===== src/rtl/fetch_unit.sv =====
// fetch_unit: instruction fetch stage in front of control_unit.
// Owns the program counter and fetches one 16-bit word per step over a
// req/rvalid handshake. Each word is held for a fixed execute window. At the
// end of the window the next PC is chosen from control_unit's jump decision.
module fetch_unit #(
   parameter logic [15:0] RESET_PC    = 16'h0000,
   parameter int          EXEC_CYCLES = 2,
   parameter int          MAX_WAIT    = 15
) (
   input  logic        clk,
   input  logic        rst,
   input  logic        stall,
   input  logic        set_pc,
   input  logic [15:0] jump_target,
   input  logic [15:0] imem_rdata,
   input  logic        imem_rvalid,
   output logic        imem_req,
   output logic [15:0] imem_addr,
   output logic [15:0] pc,
   output logic [15:0] instr,
   output logic        instr_valid,
   output logic [15:0] retired,
   output logic        fetch_err
);

   // Each counter only needs to hold (limit - 1), so it is sized to that value.
   localparam int EW = (EXEC_CYCLES > 1) ? $clog2(EXEC_CYCLES) : 1;
   localparam int WW = (MAX_WAIT > 1) ? $clog2(MAX_WAIT) : 1;

   localparam logic [EW-1:0] EXEC_LAST = EW'(EXEC_CYCLES - 1);
   localparam logic [WW-1:0] WAIT_LAST = WW'(MAX_WAIT - 1);
   localparam logic [EW-1:0] EXEC_ONE  = EW'(1);
   localparam logic [WW-1:0] WAIT_ONE  = WW'(1);

   // This is a C-type word with no destination and no jump. The core treats it as a NOP.
   localparam logic [15:0] NOP = 16'h0000;

   typedef enum logic [1:0] {
      S_REQ,
      S_WAIT,
      S_EXEC,
      S_HALT
   } state_t;

   state_t        state;
   logic [WW-1:0] wait_cnt;
   logic [EW-1:0] exec_cnt;

   // The request is a pulse decoded from the registered state. Stall gates it directly, so no request leaks out while frozen.
   assign imem_req  = (state == S_REQ) && !stall;
   assign imem_addr = pc;

   // Fetch sequencer: request, wait for data (with timeout), hold for the execute window, then step the PC.
   always_ff @(posedge clk) begin
      if (rst) begin
         state       <= S_REQ;
         pc          <= RESET_PC;
         instr       <= NOP;
         instr_valid <= 1'b0;
         retired     <= 16'h0000;
         fetch_err   <= 1'b0;
         wait_cnt    <= '0;
         exec_cnt    <= '0;
      end else begin
         case (state)
            S_REQ: begin
               if (!stall) begin
                  wait_cnt <= '0;
                  state    <= S_WAIT;
               end
            end

            S_WAIT: begin
               if (imem_rvalid) begin
                  instr       <= imem_rdata;
                  instr_valid <= 1'b1;
                  exec_cnt    <= EXEC_LAST;
                  state       <= S_EXEC;
               end else if (wait_cnt == WAIT_LAST) begin
                  fetch_err <= 1'b1;
                  instr     <= NOP;
                  state     <= S_HALT;
               end else begin
                  wait_cnt <= wait_cnt + WAIT_ONE;
               end
            end

            S_EXEC: begin
               if (!stall) begin
                  if (exec_cnt != '0) begin
                     exec_cnt <= exec_cnt - EXEC_ONE;
                  end else begin
                     pc          <= set_pc ? jump_target : pc + 16'd1;
                     retired     <= retired + 16'd1;
                     instr_valid <= 1'b0;
                     state       <= S_REQ;
                  end
               end
            end

            S_HALT: begin
               instr_valid <= 1'b0;
               fetch_err   <= 1'b1;
            end

            default: begin
               state <= S_REQ;
            end
         endcase
      end
   end

endmodule

===== config.mk =====
export PLATFORM = sky130hd
export DESIGN_NAME = fetch_unit
export DESIGN_NICKNAME = d
export VERILOG_FILES = /design/src/rtl/fetch_unit.sv
export SDC_FILE = /design/constraint.sdc
export NUM_CORES = 1
export LEC_CHECK = 0
export ABC_AREA = 1
export CAP_MARGIN = 20
export CORE_AREA = 5 5 92 94
export DETAILED_ROUTE_END_ITERATION = 16
export DIE_AREA = 0 0 97 99
export GPL_TIMING_DRIVEN = 0
export PLACE_DENSITY = 0.75
export SETUP_SLACK_MARGIN = 0.02
export SKIP_CTS_REPAIR_TIMING = 1
export SLEW_MARGIN = 5
export SYNTH_ARGS = -nofsm -noshare
export SYNTH_HDL_FRONTEND = slang
export SYNTH_SLANG_ARGS = --single-unit

===== constraint.sdc =====
create_clock -name clk -period 1.5 [get_ports clk]
set_clock_uncertainty 0.05 [all_clocks]
set_input_delay 0.45 -clock clk [delete_from_list [all_inputs] [get_ports clk]]
set_output_delay 0.45 -clock clk [all_outputs]
set_load 0.05 [all_outputs]

==> results.toml, run 1 <==
[run_status]
status = "finished with violations"
violations = "setup timing"

[clocking]
cts_buffers = 9
cts_buffer_depth = 2
htreeDepth = 3
clock_sinks = 57
cts_tree = "built"
cts_root_buf = "clkbuf_8"
clk_pin_slew_ns = 0.06
clock_latency_ns = 0.34

[global_route]
antenna_found_initial = 0
grt_start_max_net_pins = 11
track_usage = 0.183
grt_pass1_wl_mm = 14.6
grt_pass1_vias = 3234
gr-total-overflow = 0

[sta]
fmax_ghz = 0.617
final_max_slew_viol_count = 0
rsz0062_at_grt = "true"
hold_viol = 0
fin_ws_ns = -0.121
tightestPinTransition_ns = 0.614
slew_headroom = 0.591
finalSetupViolCount = 1
period_minus_slack_ns = 1.62
min_period_over_period = 1.08

[setup_path]
crit_type = "register to output port"
critPathRequiredTime_ns = 1.00
end_kind = "output port"
startpoint = "state[0]$_SDFFE_PP0P_"
worstPathMaxFanout = 4
cp-start-kind = "register"
worstPathArrival_ns = 1.12
r2r-start = "state[1]$_SDFFE_PP0P_"

[logic_synthesis]
yosys.area_share.simple = 0.334
synthCells = 459
synth_area_mm2 = 0.00298
syn-num-nets = 500
synth_fa_ha_area_frac = 0.0168
synth-seq-cells = 57
synth_top_family_by_area = "simple AND/OR/NAND/NOR gates"
synth-compound-area-share = 0.149
synth_cell_types = 29
yosys_warnings = 0
synth-seq-area-share = 0.383
synthXorXnorAreaFrac = 0.00294
synthMuxAreaShare = 0
avgSynthCellArea_um2 = 6.50

[layout]
area.sequential_mm2 = 0.00123
final_cell_mix = "120 x nand2_1, 49 x a21oi_1, 46 x nor2_1"
multiInputGateArea_mm2 = 0.00170
fillerInstances = 655
antennaDiodeCount = 0
drive_gt1_frac = 0.344
instances_no_fill = 704
final_common_cell = "nand2_1"
nets = 638
syn_to_final_growth_pct = 60.9

[floorplan]
row_count = 32
io_pins = 104
start_util = 0.394
die-area_mm2 = 0.00960
die_w_um = 97
coreArea_mm2 = 0.00757
fp.dieH_um = 99

[run]
maxCapViolCount = 0

[worst_hold_path]
min_from = "instr[10]$_SDFFE_PP0P_"
hold_class = "register to register"

[routing]
detail-route-antenna-nets = 0
first_iter_violations = 180
wl_per_cell_um = 13.7
vias = 3496
wl_mm = 9.65
via_per_inst = 4.97
drt-pass1-iter-count = 4
drc_errors = 0

[power_and_ir_drop]
p_leak_uw = 0.00203
powerDensity_mw_per_mm2 = 735
peakVddDrop_uv = 562

[place]
io_buffers = 102
place_ws_ns = -0.926
gp_congestion = 0.895
hpwl_mm = 6.54
dpl.cell_count = 663
-- sequential cells by signal, indices dropped and copies added, names as in the netlist --
| name | count |
|---|---|
| wait_cnt | 4 |
| exec_cnt | 1 |
| state | 2 |
| imem_addr | 16 |
| retired | 16 |
| instr | 16 |
| fetch_err | 1 |
| instr_valid | 1 |
-- cell families (layout without fill, tap and decap cells) --
logic type      count (synthesis)  count (layout)
simple gates                  238             238
compound gates                 86              86
buf+inv                        73             216
flops                          57              57
fa+ha+maj                       4               4
xor+xnor                        1               1
-- final timing paths --
path	to	slack, ns	depth (start not counted)
max reg2reg	retired[11]$_SDFFE_PP0P_	0.02	10
min reg2reg	instr[10]$_SDFFE_PP0P_	0.41	2
min	instr[10]$_SDFFE_PP0P_	0.41	2
max	imem_req	-0.12	4
-- per-stage QoR --
| stage | util | TNS [ns] | hold WS [ns] | total power, uW | cell area, um2 |
|---|---|---|---|---|---|
| floorplan | - | 0 | 0.385 | 1960 | 3030 |
| global placement | 0.552 | -33.80 | 0.394 | 2190 | 4180 |
| detailed placement | 0.552 | -34.80 | 0.401 | 2190 | 4180 |
| CTS | 0.575 | -44.99 | 0.411 | 3490 | 4350 |
| global route | 0.634 | -0.348 | 0.435 | 3700 | 4800 |
| finish | 0.634 | -0.121 | 0.407 | 3530 | 4800 |
-- cell usage after synthesis --
cell type	number	area, um2
or2_2	1	6.26
nand3_2	1	10.0
nand3b_1	1	7.51
buf_2	2	10.0
nand4_1	6	37.5
a211oi_1	2	15.0
nand2_1	130	488
clkbuf_1	11	41.3
dfxtp_1	57	1140
nor2_1	58	218
buf_4	17	128
a21oi_1	52	260
and3_1	2	12.5
a31oi_1	1	6.26
o21a_1	1	7.51
inv_2	3	11.3
nor3_1	9	45.0
inv_1	40	150
nor2_2	1	6.26
xor2_1	1	8.76
ha_1	4	50.1
o22ai_1	1	6.26
nand2_2	2	12.5
nor2_4	3	33.8
o21bai_1	1	7.51
nand3_1	24	120
o21ai_0	24	120
o21ai_1	3	15.0
o211ai_1	1	7.51
-- routing by layer --
| layer | routed length (um) | track usage | vias to the layer above |
|---|---|---|---|
| met1 | 3970 | 0.212 | 1577 |
| li1 | - | - | 1750 |
| met4 | 200 | 0.0853 | 0 |
| met5 | 0 | 0 | - |
| met2 | 4650 | 0.304 | 149 |
| met3 | 829 | 0.0623 | 20 |
-- report_power, final --
group	internal [uW]	total (uW)	switching [uW]
combinational	272	648	376
clock	683	1300	615
sequential	1530	1580	48.2
total	2490	3530	1040
-- cell type report --
class | instances | area share
buffer | 30 | 0.0521
clock buffer | 13 | 0.0331
clock inverter | 3 | 0.00313
inverter | 43 | 0.0357
multi-input combinational | 329 | 0.354
sequential | 57 | 0.256
tap | 102 | 0.0266
timing repair buffer | 127 | 0.239
-- worst max-delay path, stage by stage, from the launching register on --
cell	delay (ns)
dfxtp_4	0.38
inv_6	0.08
nand2_4	0.06
nor2_4	0.12
buf_8	0.15
(Power assumes the default switching activity.)
==> inputs of run 2 (changes only) <==
--- a/config.mk
+++ b/config.mk
@@ -12,7 +12,7 @@
 export DIE_AREA = 0 0 97 99
 export GPL_TIMING_DRIVEN = 0
 export PLACE_DENSITY = 0.75
-export SETUP_SLACK_MARGIN = 0.02
+export SETUP_SLACK_MARGIN = 0.5
 export SKIP_CTS_REPAIR_TIMING = 1
 export SLEW_MARGIN = 5
 export SYNTH_ARGS = -nofsm -noshare
==> run 2 against run 1 <==
The run still ends with setup timing left; cell area up 31%; utilization grew 20 points; hold slack lost 0.035 ns; register-to-register slack got worse by 0.10 ns; die area unchanged; critical endpoint unchanged; worst setup slack hardly changed; global-route usage hardly changed; sequential power is essentially flat; sequential cell count unchanged; non-clock buffer count increased by 35.
==> results.toml, run 2 (synthesized netlist as in run 1, its figures left out) <==
[floorplan]
row_count = 32
fp.dieH_um = 99
io_pins = 104
coreArea_mm2 = 0.00757
die_w_um = 97
start_util = 0.394
die-area_mm2 = 0.00960

[setup_path]
cp-start-kind = "register"
path_cells = "inv_6, nand2_4, nor2_4, buf_8"
end_kind = "output port"
ff2ff_path_depth = 9
r2r-start = "state[1]$_SDFFE_PP0P_"
cp_num_buf_inv = 2
crit_type = "register to output port"
critPathRequiredTime_ns = 1.00
crit_family = "flip-flops"
slowest_stage = "dfxtp_4"
r2r_end = "retired[11]$_SDFFE_PP0P_"
slowest_delay_ns = 0.38
worstPathArrival_ns = 1.12
worstPathMaxFanout = 4
rrSetupSlack_ns = -0.08

[clocking]
clock_latency_ns = 0.34
cts_root_buf = "clkbuf_8"
cts_buffers = 9
cts_buffer_depth = 2
clock_sinks = 57
clk_pin_slew_ns = 0.07
cts_tree = "built"
htreeDepth = 3

[sta]
hold_viol = 0
slew_headroom = 0.589
fin_ws_ns = -0.121
finalSetupViolCount = 9
final_max_slew_viol_count = 0
rsz0062_at_grt = "true"
fmax_ghz = 0.617
period_minus_slack_ns = 1.62
tightestPinTransition_ns = 0.617
min_period_over_period = 1.08

[global_route]
grt_start_max_net_pins = 12
grt_pass1_vias = 3196
track_usage = 0.183
antenna_found_initial = 0
top_usage_layer = "met2"
met1_usage = 0.216
grt_use_met2 = 0.313
met3_usage = 0.0517
gr-total-overflow = 0
grt_pass1_wl_mm = 14.8

[place]
gp_congestion = 0.895
io_buffers = 102
placed_area_mm2 = 0.00464
hpwl_mm = 6.68

[layout]
antennaDiodeCount = 0
drive_gt1_frac = 0.560
fillerInstances = 400
final_cell_mix = "96 x nand2_1, 81 x buf_8, 35 x nor2_1, 35 x dfxtp_4, 34 x buf_4"
design_area_mm2 = 0.00628
final_common_cell = "nand2_1"
syn_to_final_growth_pct = 110
nets = 673

[power_and_ir_drop]
peakVddDrop_uv = 504
powerDensity_mw_per_mm2 = 626
power.total_uw = 3930
p_leak_uw = 0.00261

[routing]
via_per_inst = 5.28
wl_mm = 12.7
first_iter_violations = 248
wl_per_cell_um = 17.1
detail-route-antenna-nets = 0
drt-pass1-iter-count = 5
drc_errors = 0
vias = 3901

[worst_hold_path]
whs_endpoint = "instr_valid$_SDFFE_PP0P_"
holdPathStages = 4
min_from = "rst"
hold_class = "primary input to register"

[run]
maxCapViolCount = 0

[run_status]
violations = "setup timing"
status = "finished with violations"
run 2: tightest hold or removal path: cells and delay by family:
kind	cells	cell delay [ns]
compound gates	2	0.09
buf+inv	2	0.19
run 2: per-stage QoR:
step	setup slack [ns]	cells	utilization	setup TNS (ns)	hold slack (ns)
after floorplan	0.136	459	-	0	0.408
after global placement	-0.949	663	0.613	-28.51	0.387
after detailed placement	-0.947	663	0.613	-29.15	0.398
after CTS	-0.957	679	0.640	-39.24	0.381
after global routing	-0.183	739	0.830	-2.07	0.385
final	-0.121	739	0.830	-0.251	0.372
run 2: area by class of cell:
class                      count  area [um2]  share of cell area
multi-input combinational    329        2130               0.339
timing repair buffer         162        1960               0.313
sequential                    57        1300               0.206
buffer                        30         362              0.0576
inverter                      43         196              0.0313
clock buffer                  11         174              0.0277
tap                          102         128              0.0203
clock inverter                 5        31.3             0.00498
run 2: how the worst max path moves through the flow:
stage,startpoint,end,cells past startpoint
6_report,state[0]$_SDFFE_PP0P_,imem_req,4
5_1_grt,state[1]$_SDFFE_PP0P_,retired[11]$_SDFFE_PP0P_,9
4_1_cts,stall,imem_req,3
3_5_place_dp,stall,imem_req,3
3_3_place_gp,stall,imem_req,3
2_1_floorplan,imem_addr[0]$_SDFFE_PP0P_,imem_addr[10]$_SDFFE_PP0P_,9
run 2: power breakdown:
| part | internal, uW | switching, uW | total, uW | leakage, uW |
|---|---|---|---|---|
| clock | 802 | 684 | 1490 | 0.000111 |
| sequential | 1510 | 66.2 | 1580 | 0.000498 |
| combinational | 406 | 458 | 865 | 0.00200 |
run 2: routing by layer:
metal,vias up,part of all wire
li1,1829,-
met1,1823,0.37
met2,204,0.53
met3,45,0.068
met4,0,0.032
met5,-,0
